==> config.mk <==
export PLATFORM = sky130hd
export DESIGN_NAME = ifu_fetch
export DESIGN_NICKNAME = d
export VERILOG_FILES = /design/src/rtl/ifu_fetch_pkg.sv /design/src/rtl/ifu_ibuf.sv /design/src/rtl/ifu_fetch.sv
export SDC_FILE = /design/constraint.sdc
export NUM_CORES = 1
export LEC_CHECK = 0
export CORE_MARGIN = 8
export CORE_UTILIZATION = 30
export DETAILED_ROUTE_END_ITERATION = 6
export PLACE_DENSITY_LB_ADDON = 0.15
export SKIP_LAST_GASP = 1
export SLEW_MARGIN = 20
export SYNTH_ARGS = -nofsm -noshare
export SYNTH_HDL_FRONTEND = slang
export SYNTH_SLANG_ARGS = --single-unit
==> constraint.sdc <==
create_clock -name clk -period 2.1 [get_ports clk]
set_input_delay 0.42 -clock clk [delete_from_list [all_inputs] [get_ports clk]]
set_output_delay 0.42 -clock clk [all_outputs]
set_load 0.01 [all_outputs]
==> src/rtl/ifu_fetch_pkg.sv <==
// ifu_fetch_pkg: shared constants and state encoding for the instruction-fetch
// stage (ifu_fetch) and its holding register (ifu_ibuf).
//   IFU_PC_SIZE    - width of the fetch PC and request address
//   IFU_INSTR_SIZE - width of an instruction word
//   IFU_RESET_PC   - first fetch address after reset
//   ifu_state_e    - fetch FSM encoding (2 bits)
package ifu_fetch_pkg;

  localparam int          IFU_PC_SIZE    = 32;
  localparam int          IFU_INSTR_SIZE = 32;
  localparam logic [31:0] IFU_RESET_PC   = 32'h0000_0000;

  typedef enum logic [1:0] {
    S_IDLE = 2'd0,
    S_REQ  = 2'd1,
    S_WAIT = 2'd2,
    S_OUT  = 2'd3
  } ifu_state_e;

endpackage

==> src/rtl/ifu_ibuf.sv <==
// ifu_ibuf: one-entry holding register for the fetched instruction, its PC
// and its bus-error flag, presented to predecode/decode.
//   clk, rst_n         - clock, async active-low reset
//   load               - capture ld_instr/ld_pc/ld_err
//   flush              - discard held instruction (clears instr/err)
//   ld_instr/pc/err    - values to capture
//   instr, pc, err     - held values
module ifu_ibuf #(
  parameter int                   PC_SIZE    = 32,
  parameter int                   INSTR_SIZE = 32,
  parameter logic [PC_SIZE-1:0]   RESET_PC   = '0
) (
  input  logic                  clk,
  input  logic                  rst_n,
  input  logic                  load,
  input  logic                  flush,
  input  logic [INSTR_SIZE-1:0] ld_instr,
  input  logic [PC_SIZE-1:0]    ld_pc,
  input  logic                  ld_err,
  output logic [INSTR_SIZE-1:0] instr,
  output logic [PC_SIZE-1:0]    pc,
  output logic                  err
);

  always_ff @(posedge clk or negedge rst_n) begin
    if (!rst_n) begin
      instr <= '0;
      pc    <= RESET_PC;
      err   <= 1'b0;
    end else if (load) begin
      instr <= ld_instr;
      pc    <= ld_pc;
      err   <= ld_err;
    end else if (flush) begin
      // pc is left alone: it is meaningless once valid drops
      instr <= '0;
      err   <= 1'b0;
    end
  end

endmodule

==> src/rtl/ifu_fetch.sv <==
// ifu_fetch: non-pipelined instruction-fetch stage. Owns the fetch PC, issues
// one memory request at a time and holds the returned instruction for
// predecode. Next PC comes from predecode (pd_pc_next) or an EX redirect.
//   clk, rst_n                     - clock, async active-low reset
//   ifu_req_valid/ready/addr       - instruction-memory request channel
//   ifu_rsp_valid/instr/err        - memory response (always accepted)
//   ifu_o_valid/ready/instr/pc/err - instruction handed to predecode
//   pd_pc_next                     - next PC from predecode while ifu_o_valid
//   pc_sel, ex_pc                  - single-cycle redirect strobe and target
module ifu_fetch import ifu_fetch_pkg::*; #(
  parameter int                 PC_SIZE    = IFU_PC_SIZE,
  parameter int                 INSTR_SIZE = IFU_INSTR_SIZE,
  parameter logic [PC_SIZE-1:0] RESET_PC   = IFU_RESET_PC
) (
  input  logic                  clk,
  input  logic                  rst_n,
  output logic                  ifu_req_valid,
  input  logic                  ifu_req_ready,
  output logic [PC_SIZE-1:0]    ifu_req_addr,
  input  logic                  ifu_rsp_valid,
  input  logic [INSTR_SIZE-1:0] ifu_rsp_instr,
  input  logic                  ifu_rsp_err,
  output logic                  ifu_o_valid,
  input  logic                  ifu_o_ready,
  output logic [INSTR_SIZE-1:0] ifu_o_instr,
  output logic [PC_SIZE-1:0]    ifu_o_pc,
  output logic                  ifu_o_err,
  input  logic [PC_SIZE-1:0]    pd_pc_next,
  input  logic                  pc_sel,
  input  logic [PC_SIZE-1:0]    ex_pc
);

  ifu_state_e         state_q, state_d;
  logic [PC_SIZE-1:0] pc_q, pc_d;
  logic               drop_q, drop_d;   // outstanding response is stale
  logic               buf_load, buf_flush;

  always_ff @(posedge clk or negedge rst_n) begin
    if (!rst_n) begin
      state_q <= S_IDLE;
      pc_q    <= RESET_PC;
      drop_q  <= 1'b0;
    end else begin
      state_q <= state_d;
      pc_q    <= pc_d;
      drop_q  <= drop_d;
    end
  end

  always_comb begin
    state_d   = state_q;
    pc_d      = pc_q;
    drop_d    = drop_q;
    buf_load  = 1'b0;
    buf_flush = 1'b0;
    case (state_q)
      S_IDLE: state_d = S_REQ;
      S_REQ: begin
        if (ifu_req_ready) begin
          state_d = S_WAIT;
          // redirect on the handshake cycle: the request is already gone
          if (pc_sel) drop_d = 1'b1;
        end
      end
      S_WAIT: begin
        if (ifu_rsp_valid) begin
          if (drop_q || pc_sel) begin
            // stale response: refetch from the (already redirected) pc
            drop_d  = 1'b0;
            state_d = S_REQ;
          end else begin
            buf_load = 1'b1;
            state_d  = S_OUT;
          end
        end else if (pc_sel) begin
          drop_d = 1'b1;
        end
      end
      S_OUT: begin
        if (pc_sel) begin
          buf_flush = 1'b1;
          state_d   = S_REQ;
        end else if (ifu_o_ready) begin
          pc_d    = pd_pc_next;
          state_d = S_REQ;
        end
      end
      default: state_d = S_IDLE;
    endcase
    // redirect wins over every other pc source, in every state
    if (pc_sel) pc_d = ex_pc;
  end

  assign ifu_req_valid = (state_q == S_REQ);
  assign ifu_req_addr  = pc_q;
  assign ifu_o_valid   = (state_q == S_OUT);

  ifu_ibuf #(
    .PC_SIZE    (PC_SIZE),
    .INSTR_SIZE (INSTR_SIZE),
    .RESET_PC   (RESET_PC)
  ) u_ibuf (
    .clk      (clk),
    .rst_n    (rst_n),
    .load     (buf_load),
    .flush    (buf_flush),
    .ld_instr (ifu_rsp_instr),
    .ld_pc    (pc_q),
    .ld_err   (ifu_rsp_err),
    .instr    (ifu_o_instr),
    .pc       (ifu_o_pc),
    .err      (ifu_o_err)
  );

endmodule

# [Word-level counts from Yosys, hierarchy flattened]
# Index checks and enable logic that the tools add are counted.
[totals] word_cells=45 register_bits=100 output_inout_bits=99 input_bits=103
[classes] n_reduce_logical=9 n_mux=23 eq_ne=7
[ops] operator="$mux 32" n=5
[ops] operator="$mux 1" n=11
[ops] operator="$mux 2" n=5
[ops] operator="$pmux 2 s4" n=1
[ops] operator="$reduce_bool 2->1" n=4
[ops] operator="$reduce_and 3->1" n=2
[ops] operator="$eq 2x2->1 const B" n=2
[ops] operator="$ne 3x1->1 const B" n=1
[ops] operator="$ne 3x3->1 const B" n=1
[ops] operator="$eq 2x1->1 const B" n=1
[ops] operator="$logic_not 2->1" n=1
[ops] operator="$ne 2x1->1 const B" n=1
[ops] operator="$ne 2x2->1 const B" n=1
[ops] operator="$pmux 1 s2" n=1
[ops] operator="$reduce_and 2->1" n=1
[ops] operator="$logic_or 1x1->1" n=1

# [Depth between registers and ports, before layout]
[logic_depth] ltp_word=5 depth_mapped=6 depth_no_buf=5

# [Hierarchy]
# A second synthesis with hierarchy kept.
[hier_totals] cells_unflattened=302 hier_area_um2=4119.0
[modules_own_cells] mod="ifu_ibuf" instances=1 area_per_inst_um2=2411.1 seq_area_each_um2=1626.6 cells_each=141
[modules_own_cells] mod="ifu_fetch" instances=1 area_per_inst_um2=1707.9 seq_area_each_um2=875.8 cells_each=161

# [Least setup slack after synthesis]
# OpenSTA, ideal clock, no wires.
[synth_path] path_kind="register to register" from="reg state_q[0]" to="reg u_ibuf.pc[17]" setup_time_ps=128 period_less_slack_ps=1647 n_path_buf=2 path_slack_ps=453 arrival_ps=1520 required_ps=1972 path_stages_with_launch=7 cell_sequence="dfrtp_1 inv_1 ha_1 and4bb_4 buf_6 buf_4 mux2_1"
[synth_between] elab_chain_len=2
[synth_lines] item="from (decl)" line="ifu_fetch.sv:33" source="ifu_state_e state_q, state_d;"
[synth_lines] item="from (signal assigned)" line="ifu_fetch.sv:44" source="state_q <= state_d;"
[synth_lines] item="$eq 2x2->1" line="ifu_fetch.sv:56" source="case (state_q)"
[synth_lines] item="$mux 1" line="ifu_fetch.sv:56"
[synth_lines] item="to (signal assigned)" line="ifu_ibuf.sv:32" source="pc <= ld_pc;"
[synth_lines] item="to (decl)" line="ifu_ibuf.sv:21" source="output logic [PC_SIZE-1:0] pc,"
# Every way passes these cells.
# A chain may end at the register's enable or synchronous reset.

# [Final worst setup path]
[layout_path] from="reg state_q[1]" to="out ifu_req_valid"
[layout_between] elab_chain_len=1
[layout_lines] item="$eq 2x1->1" line="ifu_fetch.sv:94" source="assign ifu_req_valid = (state_q == S_REQ);"
[layout_lines] item="to (decl)" line="ifu_fetch.sv:17" source="output logic ifu_req_valid,"
# Every way passes these cells.

==> results.md <==
- Post-route setup TNS: 0 ns
- Fraction of final layout cells with drive strength greater than 1: 0.0945
- Antenna Diode Count: 0
- Cells after Synth: between 300 and 400
- Vias in the first global route: around 3400
- Core area: about 13000 sq um
- Critical Path, Cell by Cell: inv_1 -> ha_2 -> clkdlybuf4s50_1
- Cells on worst reg2reg path: 5
- Main synth FF type: sky130_fd_sc_hd__dfrtp_1
- Clock Pin Slew Worst Setup and Hold Paths: about 0.06 ns
- HPWL after detailed placement: slightly below 9 mm
- Pin count of the biggest net entering global routing: 101
- Highest attainable clock frequency: around 500 MHz
- Number of fill cells: 1204
- Combined buffer and inverter count along the critical path: 2
- Syn Nets: 410
- Register-to-register setup slack: just under 0.4 ns
- Leading post-synthesis cells by cell area: sky130_fd_sc_hd__dfrtp_1, sky130_fd_sc_hd__mux2i_1, sky130_fd_sc_hd__a22o_1
- CTS root buf: sky130_fd_sc_hd__clkbuf_16
- Net count, final: around 600
- Outcome: completed
- Fraction of power spent switching nets: 0.287
- CP Depth: 3
- Path category of the worst min-delay check: primary input to async pin
- Drt total wl: ~12 mm
- Switching Power: around 1.9 mW
- Cell taking the most area after synthesis: sky130_fd_sc_hd__dfrtp_1
- Reg2Reg Launch Point: state_q[0]
- Highest ir drop seen on vdd: 0.373 mV
- Antenna violations before repair: 0
- Unrepaired setup endpoints after global routing: yes
- Total via count in the routed design: between 3000 and 4000
- Period Utilization, post-route: 0.973
- Worst clock skew: roughly 0.0050 ns
- Worst slew margin relative to its limit: 0.642
- # Max-Cap Violations: 0
- All-layer global routing usage: 0.134
- Met3 usage in global routing: 0.0606
- Aggregate global routing overflow: 0
- Top post-synthesis cells by count: sky130_fd_sc_hd__dfrtp_1, sky130_fd_sc_hd__mux2i_1, sky130_fd_sc_hd__a22o_1
- Grt met2 use: 0.193
- Yosys reg bits: 100
- Warnings, synthesis: 0
- Number of detailed-routing iterations run before antenna repair: 4
- Worst Path Arrival: roughly 1.6 ns
- R2R Path End: u_ibuf.pc[14]
- Area growth from synthesis to layout: 63.4%
- Area of the multi-input gates: between 1000 and 1500 sq um
- Fraction of the yosys area taken by sequential cells: 0.619
- Number of flops mapped to enable cells by yosys: 0
- Number of placed cells counting well taps: 668
- Leakage power: 2.95 nW
- Remaining design rule violation count: 0
- Count of nets left with antenna violations after detail routing: 0
- Share of flip-flops with an asynchronous set or reset: 1.00
- Average wire per standard cell: ~17 microns
- H-tree depth: 3
- GRT Max-Usage Layer: met2
- Buffers added on ports: between 200 and 250
- Met1 global-route usage: 0.172
- Register Area: 2500 sq um
- Initial core utilization: 0.306
- Minimum hold slack: ~0.14 ns
- Area of the die: around 17000 sq um
- Type of the setup path with the least slack: flop to output pin
- Sequential fraction of design power: 0.410
- Worst-skew pair later-pin latency: ~0.34 ns
- Combinational share of power: 0.356
- Power density over the cells: 1020 nW/um^2
- Maximum root-to-sink buffer count: 2
- Least-Margin Pin Slew: ~0.54 ns
- Final std cells w/o fill: 684
- Delay of the slowest critical-path stage: 0.55 ns
- Fraction of synthesized cell area taken by the top area cell type: 0.619
- Ratio of routed vias to standard cells: 4.49
- Master of the slowest instance on the critical path: sky130_fd_sc_hd__clkdlybuf4s50_1
- Num Clock Sinks: 100
- Required time at the worst-slack endpoint: approximately 1.7 ns
- Crit. End Element: output pin
- Final number of setup-violating endpoints: 0
- Post-synthesis cell area: 4040 sq um
- Number of standard-cell rows in the floorplan: 42
- Number of hold-repair buffers added at the cts stage: 0
- Final core utilization: 0.501
- Kind of cell with the highest combined delay on the critical path: buffers and inverters
- Startpoint type of the worst setup path: flop
- Final-report max-slew violation count: 0
- Maximum fanout count along the critical path: 4
- Final period demand of the worst path: approximately 2 ns
- Number of library cell types mapped by synthesis: 22
- Most common cell in the synthesized netlist: sky130_fd_sc_hd__dfrtp_1
- Final RePlAce weighted congestion: roughly 0.73
- Internal portion of total power: a little under 5 mW
- Hold Fails Final Rpt: 0
- Horizontal die dimension: ~130 microns
- Buffers inserted during post-CTS setup optimization: 0
- Fraction of power consumed by the clock network: 0.233
- Clock tree from TritonCTS: built
- CTS buffer count: 9
- # IOs: between 200 and 250
- Die H: roughly 130 microns
- Wire length of the first global-routing pass: ~19 mm
- Average instance area after synthesis: approximately 13 sq um
- Drt initial violations: 113
metrics by stage:
stage               total power, mW  worst slack [ns]  area [sq um]
floorplan                      3.65             0.453          4040
global placement               5.22             0.200          6310
detailed placement             5.25             0.174          6310
CTS                            6.88          -0.00850          6600
global route                   7.17           -0.0241          6610
finish                         6.74            0.0564          6610
cell type report:
| type | instances | share of cell area |
|---|---|---|
| inverter | 3 | 0.00170 |
| sequential | 100 | 0.379 |
| clock inverter | 4 | 0.00341 |
| timing repair buffer | 210 | 0.325 |
| tap | 176 | 0.0333 |
| clock buffer | 12 | 0.0403 |
| multi-input combinational | 179 | 0.217 |
power groups by stage:
stage          Combinational (mW)  Clock (mW)  Sequential (mW)
2_1_floorplan               0.640           0             3.01
3_3_place_gp                 2.43           0             2.79
3_5_place_dp                 2.45           0             2.80
4_1_cts                      2.46        1.64             2.78
5_1_grt                      2.60        1.72             2.85
6_report                     2.40        1.57             2.77
registers in the layout (all words and copies together), names as in the netlist:
register,cells
drop_q,1
u_ibuf.err,1
u_ibuf.instr,32
ifu_req_addr,32
u_ibuf.pc,32
state_q,2
what timing repair did:
| action | CTS | global route |
|---|---|---|
| endpoints found under the setup margin | 2 | 2 |
| endpoints found under the hold margin | 0 | 0 |
| gates resized for setup | 0 | 2 |
| pin swaps | 0 | 0 |
logic make-up (layout without fill, tap and decap cells):
family	after synthesis	in the layout	synth area share
and+or+nand+nor	36	36	0.0381
muxes	67	67	0.176
adders and majority gates	5	5	0.0155
AOI/OAI and AO/OA	71	71	0.121
DFF	100	100	0.619
buffers and inverters	23	229	0.0300
layer usage:
metal | part of all wire | up-vias | routed length, microns
li1 | - | 1486 | -
met1 | 0.45 | 1432 | 5260
met2 | 0.43 | 140 | 4980
met3 | 0.10 | 11 | 1160
met4 | 0.014 | 0 | 163
met5 | 0 | - | 0
how the worst max path moves through the flow:
stage	from	to
final	state_q[1]	ifu_req_valid
after CTS	state_q[1]	ifu_req_valid
after global placement	ifu_rsp_valid	u_ibuf.pc[6]
after detailed placement	ifu_rsp_valid	u_ibuf.pc[4]
after global routing	state_q[1]	ifu_req_valid
after floorplan	state_q[0]	u_ibuf.pc[17]
layout by cell type (no fill, tap or decap), types with 2 or more instances in the layout:
cell                                n
sky130_fd_sc_hd__mux2i_1           34
sky130_fd_sc_hd__clkbuf_16          9
sky130_fd_sc_hd__o21ai_0           32
sky130_fd_sc_hd__inv_1              3
sky130_fd_sc_hd__mux2_2            16
sky130_fd_sc_hd__nand2_1           32
sky130_fd_sc_hd__ha_2               2
sky130_fd_sc_hd__buf_12             6
sky130_fd_sc_hd__clkinv_2           3
sky130_fd_sc_hd__buf_4              4
sky130_fd_sc_hd__ha_1               3
sky130_fd_sc_hd__clkdlybuf4s50_1  199
sky130_fd_sc_hd__a22o_1            33
sky130_fd_sc_hd__mux2_1            17
sky130_fd_sc_hd__clkbuf_8           3
sky130_fd_sc_hd__dfrtp_1          100
Note: power is estimated with default switching activity, not from simulation.
